[config.mk]
export PLATFORM = sky130hd
export DESIGN_NAME = neuron_train_ctrl
export DESIGN_NICKNAME = d
export VERILOG_FILES = /design/src/rtl/neuron_train_ctrl.sv
export SDC_FILE = /design/constraint.sdc
export NUM_CORES = 1
export LEC_CHECK = 0
export ABC_AREA = 1
export CAP_MARGIN = 20
export CORE_MARGIN = 3
export CORE_UTILIZATION = 45
export DETAILED_ROUTE_END_ITERATION = 8
export SYNTH_ARGS = -nofsm -noshare
export SYNTH_HDL_FRONTEND = slang
export SYNTH_SLANG_ARGS = --single-unit
export TNS_END_PERCENT = 50
[constraint.sdc]
create_clock -name clk -period 7.9 [get_ports clk]
set_clock_uncertainty 0.2 [all_clocks]
set_input_delay 1.58 -clock clk [delete_from_list [all_inputs] [get_ports clk]]
set_output_delay 1.58 -clock clk [all_outputs]
set_load 0.005 [all_outputs]
[src/rtl/neuron_train_ctrl.sv]
// neuron_train_ctrl
//   Training sequencer for a single-neuron perceptron. Drives the sample
//   reader (rd_init/rd_next/rd_eof), evaluates the neuron response for each
//   sample and applies the perceptron learning rule to the weight and bias
//   registers. Epochs repeat until one completes with no weight change or the
//   epoch cap is reached.
//
// Ports
//   clk, rst        clock, synchronous active-high reset
//   start           1-cycle pulse, begins training (ignored while busy/done)
//   rd_init/rd_next 1-cycle strobes to the sample reader
//   rd_eof          reader end-of-file flag
//   x1, x2          signed 7-bit sample inputs
//   t               target: 2'b01 = +1, 2'b11 = -1, others invalid
//   w1, w2, bias    signed WW-bit weights
//   epoch           completed epochs
//   err_cnt         updates made in the current/last epoch
//   busy            training in progress (low in IDLE and DONE)
//   done            1-cycle pulse at end of training
//   converged       valid from done until the next start
module neuron_train_ctrl #(
  parameter int WW          = 8,
  parameter int THETA       = 0,
  parameter int ALPHA_SHIFT = 0,
  parameter int MAX_EPOCHS  = 16,
  parameter int EW          = 8
) (
  input  logic                 clk,
  input  logic                 rst,
  input  logic                 start,
  output logic                 rd_init,
  output logic                 rd_next,
  input  logic                 rd_eof,
  input  logic signed [6:0]    x1,
  input  logic signed [6:0]    x2,
  input  logic [1:0]           t,
  output logic signed [WW-1:0] w1,
  output logic signed [WW-1:0] w2,
  output logic signed [WW-1:0] bias,
  output logic [EW-1:0]        epoch,
  output logic [EW-1:0]        err_cnt,
  output logic                 busy,
  output logic                 done,
  output logic                 converged
);

  // Neuron input sum width: two WW x 7 products plus bias cannot overflow.
  localparam int YW = WW + 9;
  // Update-sum width: weight plus shifted (and possibly negated) sample.
  localparam int SW = WW + ALPHA_SHIFT + 9;

  localparam logic signed [YW-1:0] TH_POS = YW'(THETA);
  localparam logic signed [YW-1:0] TH_NEG = YW'(-THETA);
  localparam logic signed [SW-1:0] W_MAX  = SW'((2 ** (WW - 1)) - 1);
  localparam logic signed [SW-1:0] W_MIN  = SW'(-(2 ** (WW - 1)));
  localparam logic signed [SW-1:0] B_STEP = SW'(2 ** ALPHA_SHIFT);

  typedef enum logic [3:0] {
    S_IDLE,
    S_LOAD,
    S_SETTLE,
    S_COMPUTE,
    S_UPDATE,
    S_NEXT,
    S_CHECK,
    S_EPOCH_END,
    S_DONE
  } state_t;

  state_t                state_q;
  logic signed [WW-1:0]  w1_q, w2_q, bias_q;
  logic [EW-1:0]         epoch_q, err_q;
  logic                  changed_q;
  logic signed [1:0]     y_q;
  logic                  rd_init_q, rd_next_q;
  logic                  busy_q, done_q, conv_q;

  // Combinational datapath
  logic signed [YW-1:0]  w1_e, w2_e, bias_e, x1_e, x2_e;
  logic signed [YW-1:0]  yin_d;
  logic signed [1:0]     y_d;
  logic signed [SW-1:0]  dx1, dx2, sum1, sum2, sumb;
  logic signed [WW-1:0]  w1_d, w2_d, bias_d;
  logic                  t_valid, mismatch;
  logic [EW-1:0]         err_d, epoch_d;

  function automatic logic signed [WW-1:0] sat_w(input logic signed [SW-1:0] v);
    logic signed [WW-1:0] r;
    if (v > W_MAX)      r = W_MAX[WW-1:0];
    else if (v < W_MIN) r = W_MIN[WW-1:0];
    else                r = v[WW-1:0];
    return r;
  endfunction

  assign w1_e   = YW'(w1_q);
  assign w2_e   = YW'(w2_q);
  assign bias_e = YW'(bias_q);
  assign x1_e   = YW'(x1);
  assign x2_e   = YW'(x2);
  assign yin_d  = w1_e * x1_e + w2_e * x2_e + bias_e;

  always_comb begin
    y_d = 2'sb00;
    if (yin_d > TH_POS)      y_d = 2'sb01;
    else if (yin_d < TH_NEG) y_d = 2'sb11;
  end

  // Valid target codes are exactly the 2-bit two's complement of +1/-1,
  // so the registered response compares against t directly.
  assign t_valid  = (t == 2'b01) || (t == 2'b11);
  assign mismatch = t_valid && (y_q != $signed(t));

  assign dx1  = SW'(x1) <<< ALPHA_SHIFT;
  assign dx2  = SW'(x2) <<< ALPHA_SHIFT;
  assign sum1 = SW'(w1_q)   + (t[1] ? -dx1    : dx1);
  assign sum2 = SW'(w2_q)   + (t[1] ? -dx2    : dx2);
  assign sumb = SW'(bias_q) + (t[1] ? -B_STEP : B_STEP);

  assign w1_d   = sat_w(sum1);
  assign w2_d   = sat_w(sum2);
  assign bias_d = sat_w(sumb);

  assign err_d   = (&err_q) ? err_q : err_q + EW'(1);
  assign epoch_d = epoch_q + EW'(1);

  always_ff @(posedge clk) begin
    if (rst) begin
      state_q   <= S_IDLE;
      w1_q      <= '0;
      w2_q      <= '0;
      bias_q    <= '0;
      epoch_q   <= '0;
      err_q     <= '0;
      changed_q <= 1'b0;
      y_q       <= '0;
      rd_init_q <= 1'b0;
      rd_next_q <= 1'b0;
      busy_q    <= 1'b0;
      done_q    <= 1'b0;
      conv_q    <= 1'b0;
    end else begin
      // Strobes are registered: set on entry to LOAD/NEXT/DONE, cleared otherwise.
      rd_init_q <= 1'b0;
      rd_next_q <= 1'b0;
      done_q    <= 1'b0;
      unique case (state_q)
        S_IDLE: begin
          if (start) begin
            w1_q      <= '0;
            w2_q      <= '0;
            bias_q    <= '0;
            epoch_q   <= '0;
            conv_q    <= 1'b0;
            busy_q    <= 1'b1;
            rd_init_q <= 1'b1;
            state_q   <= S_LOAD;
          end
        end
        S_LOAD: begin
          err_q     <= '0;
          changed_q <= 1'b0;
          state_q   <= S_SETTLE;
        end
        S_SETTLE: begin
          state_q <= S_COMPUTE;
        end
        S_COMPUTE: begin
          y_q     <= y_d;
          state_q <= S_UPDATE;
        end
        S_UPDATE: begin
          if (mismatch) begin
            w1_q      <= w1_d;
            w2_q      <= w2_d;
            bias_q    <= bias_d;
            err_q     <= err_d;
            changed_q <= 1'b1;
          end
          rd_next_q <= 1'b1;
          state_q   <= S_NEXT;
        end
        S_NEXT: begin
          state_q <= S_CHECK;
        end
        S_CHECK: begin
          state_q <= rd_eof ? S_EPOCH_END : S_COMPUTE;
        end
        S_EPOCH_END: begin
          epoch_q <= epoch_d;
          if (!changed_q) begin
            conv_q  <= 1'b1;
            busy_q  <= 1'b0;
            done_q  <= 1'b1;
            state_q <= S_DONE;
          end else if (epoch_d == EW'(MAX_EPOCHS)) begin
            conv_q  <= 1'b0;
            busy_q  <= 1'b0;
            done_q  <= 1'b1;
            state_q <= S_DONE;
          end else begin
            rd_init_q <= 1'b1;
            state_q   <= S_LOAD;
          end
        end
        S_DONE: begin
          state_q <= S_IDLE;
        end
        default: begin
          state_q <= S_IDLE;
          busy_q  <= 1'b0;
        end
      endcase
    end
  end

  assign rd_init   = rd_init_q;
  assign rd_next   = rd_next_q;
  assign w1        = w1_q;
  assign w2        = w2_q;
  assign bias      = bias_q;
  assign epoch     = epoch_q;
  assign err_cnt   = err_q;
  assign busy      = busy_q;
  assign done      = done_q;
  assign converged = conv_q;

endmodule

==> flow_summary.json <==
{
  "grt_setup_unrepaired": "no",
  "htreeDepth": 2,
  "syn_inst": 1575,
  "synth-simple-area-share": 0.280,
  "boundaryPins": 65,
  "vias": 9394,
  "hold_viol": 0,
  "antennaDiodeCount": 0,
  "area_growth_pct": 10.8,
  "yosys.area_share.adder": 0.365,
  "die_w_um": 161,
  "drt-initial-drc-count": 438,
  "slew_headroom": 0.381,
  "yosys_warnings": 0,
  "fin_nets": 1878,
  "critPathMaxFanout": 7,
  "drive_gt1_frac": 0.0731,
  "synth_seq_cells": 52,
  "maxCapViolCount": 0,
  "core_mm2": 0.0235,
  "worst_slack_ns": 0.522,
  "fill_cells": 2452,
  "row_count": 56,
  "antenna_found_initial": 0,
  "clock_sinks": 52,
  "seq_area_frac_synth": 0.0966,
  "period_needed_ns": 7.38,
  "final_area_mm2": 0.0119,
  "total_leakage_power_uw": 0.00674,
  "hpwl_mm": 23.1,
  "place_area_mm2": 0.0118,
  "arrival_ns": 7.38,
  "synth-xor-area-share": 0.0396,
  "setup_violations": 0,
  "hold_path_class": "reg2reg",
  "die_area_mm2": 0.0259,
  "portBuffers": 64,
  "track_usage": 0.218,
  "cts_max_path_buffers": 2,
  "syn-cell-area_mm2": 0.0108,
  "start_util": 0.458,
  "period_share": 0.934,
  "cts.clk_slew.worst_paths_ns": 0.08,
  "root_buffer": "clkbuf_16",
  "syn_nets": 1827,
  "tightest_slew_ns": 0.926,
  "fin_tns_setup_ns": 0,
  "synth_top_family_by_area": "adder cells",
  "grt_pass1_wl_mm": 45.9,
  "drv_slew": 0,
  "synth_top_area_share": 0.254,
  "ant_nets": 0,
  "cts-hold-fix-buffers": 0,
  "post_cts_buffers": 0,
  "required_ns": 7.90,
  "via_per_inst": 4.83,
  "place_ws_ns": 0.0718,
  "synth_compound_area_frac": 0.0673,
  "first_pass_iters": 8,
  "grt_max_degree": 46,
  "routed_wl_mm": 27.2,
  "cts_tree": "done",
  "ff2ff_setup_slack_ns": 1.69,
  "yosys-mux-area-fraction": 0,
  "ctsResizeCount": 0,
  "gp_congestion": 0.907,
  "worstSetupEndpointType": "flop",
  "yosysTopAreaCell": "fa_1",
  "cellPowerDensity_mw_per_mm2": 80.5,
  "fmax_mhz": 136,
  "syn_area_per_cell_um2": 6.84,
  "ir_drop_mv": 0.0959,
  "startpoint_type": "input pin",
  "numCtsBuffers": 5,
  "timing.hold.ws_ns": 0.265,
  "run_status": "completed",
  "wl_per_cell_um": 14.0,
  "ys_types": 48,
  "clock_latency_ns": 0.31,
  "gr-total-overflow": 0,
  "dieHeight_um": 161,
  "remaining_drc_errors": 0,
  "grt_pass1_vias": 9253,
  "ys_top_cells_by_area": "fa_1 (25%), nand2_1 (16%), inv_1 (13%)",
  "crit_type": "in2reg",
  "p_total_uw": 961
}
[worst paths after layout]
kind	from	to	cells past startpoint
worst max register to register	w1[7]$_SDFFE_PP0P_	y_q[0]$_SDFFE_PP0N_	23
worst min-delay path	busy$_SDFFE_PP0P_	busy$_SDFFE_PP0P_	2
worst min register to register	busy$_SDFFE_PP0P_	busy$_SDFFE_PP0P_	2
worst max-delay path	x2[2]	y_q[0]$_SDFFE_PP0N_	21
[cells in the mapped netlist, drive strengths merged]
library cell  instances
dfxtp                52
clkbuf               34
xnor2                19
a21o                  2
fa                  137
nor2                 95
buf                   7
nand2               471
o31ai                 1
a21oi                78
or2                  16
inv                 385
a211oi                3
xor2                 28
nor3b                 2
clkinv                1
a31oi                 8
a21boi                1
or3                   1
o21a                  1
o211ai                1
and2                  6
nor3                 14
o21ai                22
nand3                67
nand3b                5
o21bai                3
and3                  2
nand4                15
nor4                  2
ha                   95
a221oi                1
[metrics by stage]
stage                      util  std cells
after global placement    0.500       1937
after detailed placement  0.500       1937
final                     0.507       1946
after global routing      0.507       1946
after floorplan               -       1575
after CTS                 0.507       1945
[where the power goes]
group          leakage (µW)  internal (µW)  switching, µW
Sequential         0.000420            266           6.37
Combinational       0.00625            169            276
Clock             0.0000680            120            124
[per-layer routing]
layer  vias to the layer above  GRT usage  routed length [µm]
met4                         0     0.0329                 323
met3                        26     0.0371                1520
met1                      4386      0.301               12500
li1                       4795          -                   -
met5                         -          0                   0
met2                       187      0.368               12900
[cells in the final DEF (no fill, tap or decap), drive strengths merged, types with 5 or more instances in the layout]
cell           count
clkdlybuf4s50     61
clkbuf             5
o21ai             22
xnor2             19
and2               6
xor2              28
nor3              14
inv              386
buf               22
nand3b             5
a31oi              8
nand3             67
nand4             15
dfxtp             52
ha                95
or2               16
a21oi             78
fa               137
nand2            471
nor2              95
[cell families after synthesis]
kind of cell             after synthesis
adder cells (fa/ha/maj)              232
flip-flops                            52
XOR/XNOR                              47
buffers and inverters                427
AO/OA/AOI/OAI                        121
AND/OR/NAND/NOR                      696
[layout make-up]
| type | count | area [µm²] | share of cell area |
|---|---|---|---|
| clock buffer | 5 | 125 | 0.0105 |
| clock inverter | 3 | 26.3 | 0.00220 |
| inverter | 386 | 1450 | 0.121 |
| multi-input combinational | 1096 | 8100 | 0.678 |
| sequential | 52 | 1040 | 0.0871 |
| tap | 319 | 399 | 0.0334 |
| timing repair buffer | 85 | 806 | 0.0674 |
[worst max-delay path, cell delays in order]
cell and delay (ns):
clkdlybuf4s50_1 0.58, nand2_1 0.16, inv_1 0.10, fa_1 0.66
inv_1 0.16, fa_1 0.55, inv_1 0.05, fa_1 0.50
fa_1 0.51, fa_1 0.54, inv_1 0.05, fa_1 0.52
inv_1 0.04, ha_1 0.36, a21oi_1 0.24, nand2_1 0.13
a21oi_1 0.19, xor2_1 0.16, nand2_1 0.11, nor2_1 0.13
nor2_1 0.04
[sequential cells by signal (all words and copies together) (netlist names)]
signal / cells
busy: 1
changed_q: 1
y_q: 2
w2: 8
done: 1
rd_next: 1
converged: 1
state_q: 4
err_cnt: 8
epoch: 8
w1: 8
bias: 8
rd_init: 1
No activity file was read; power rests on OpenSTA's default activity.
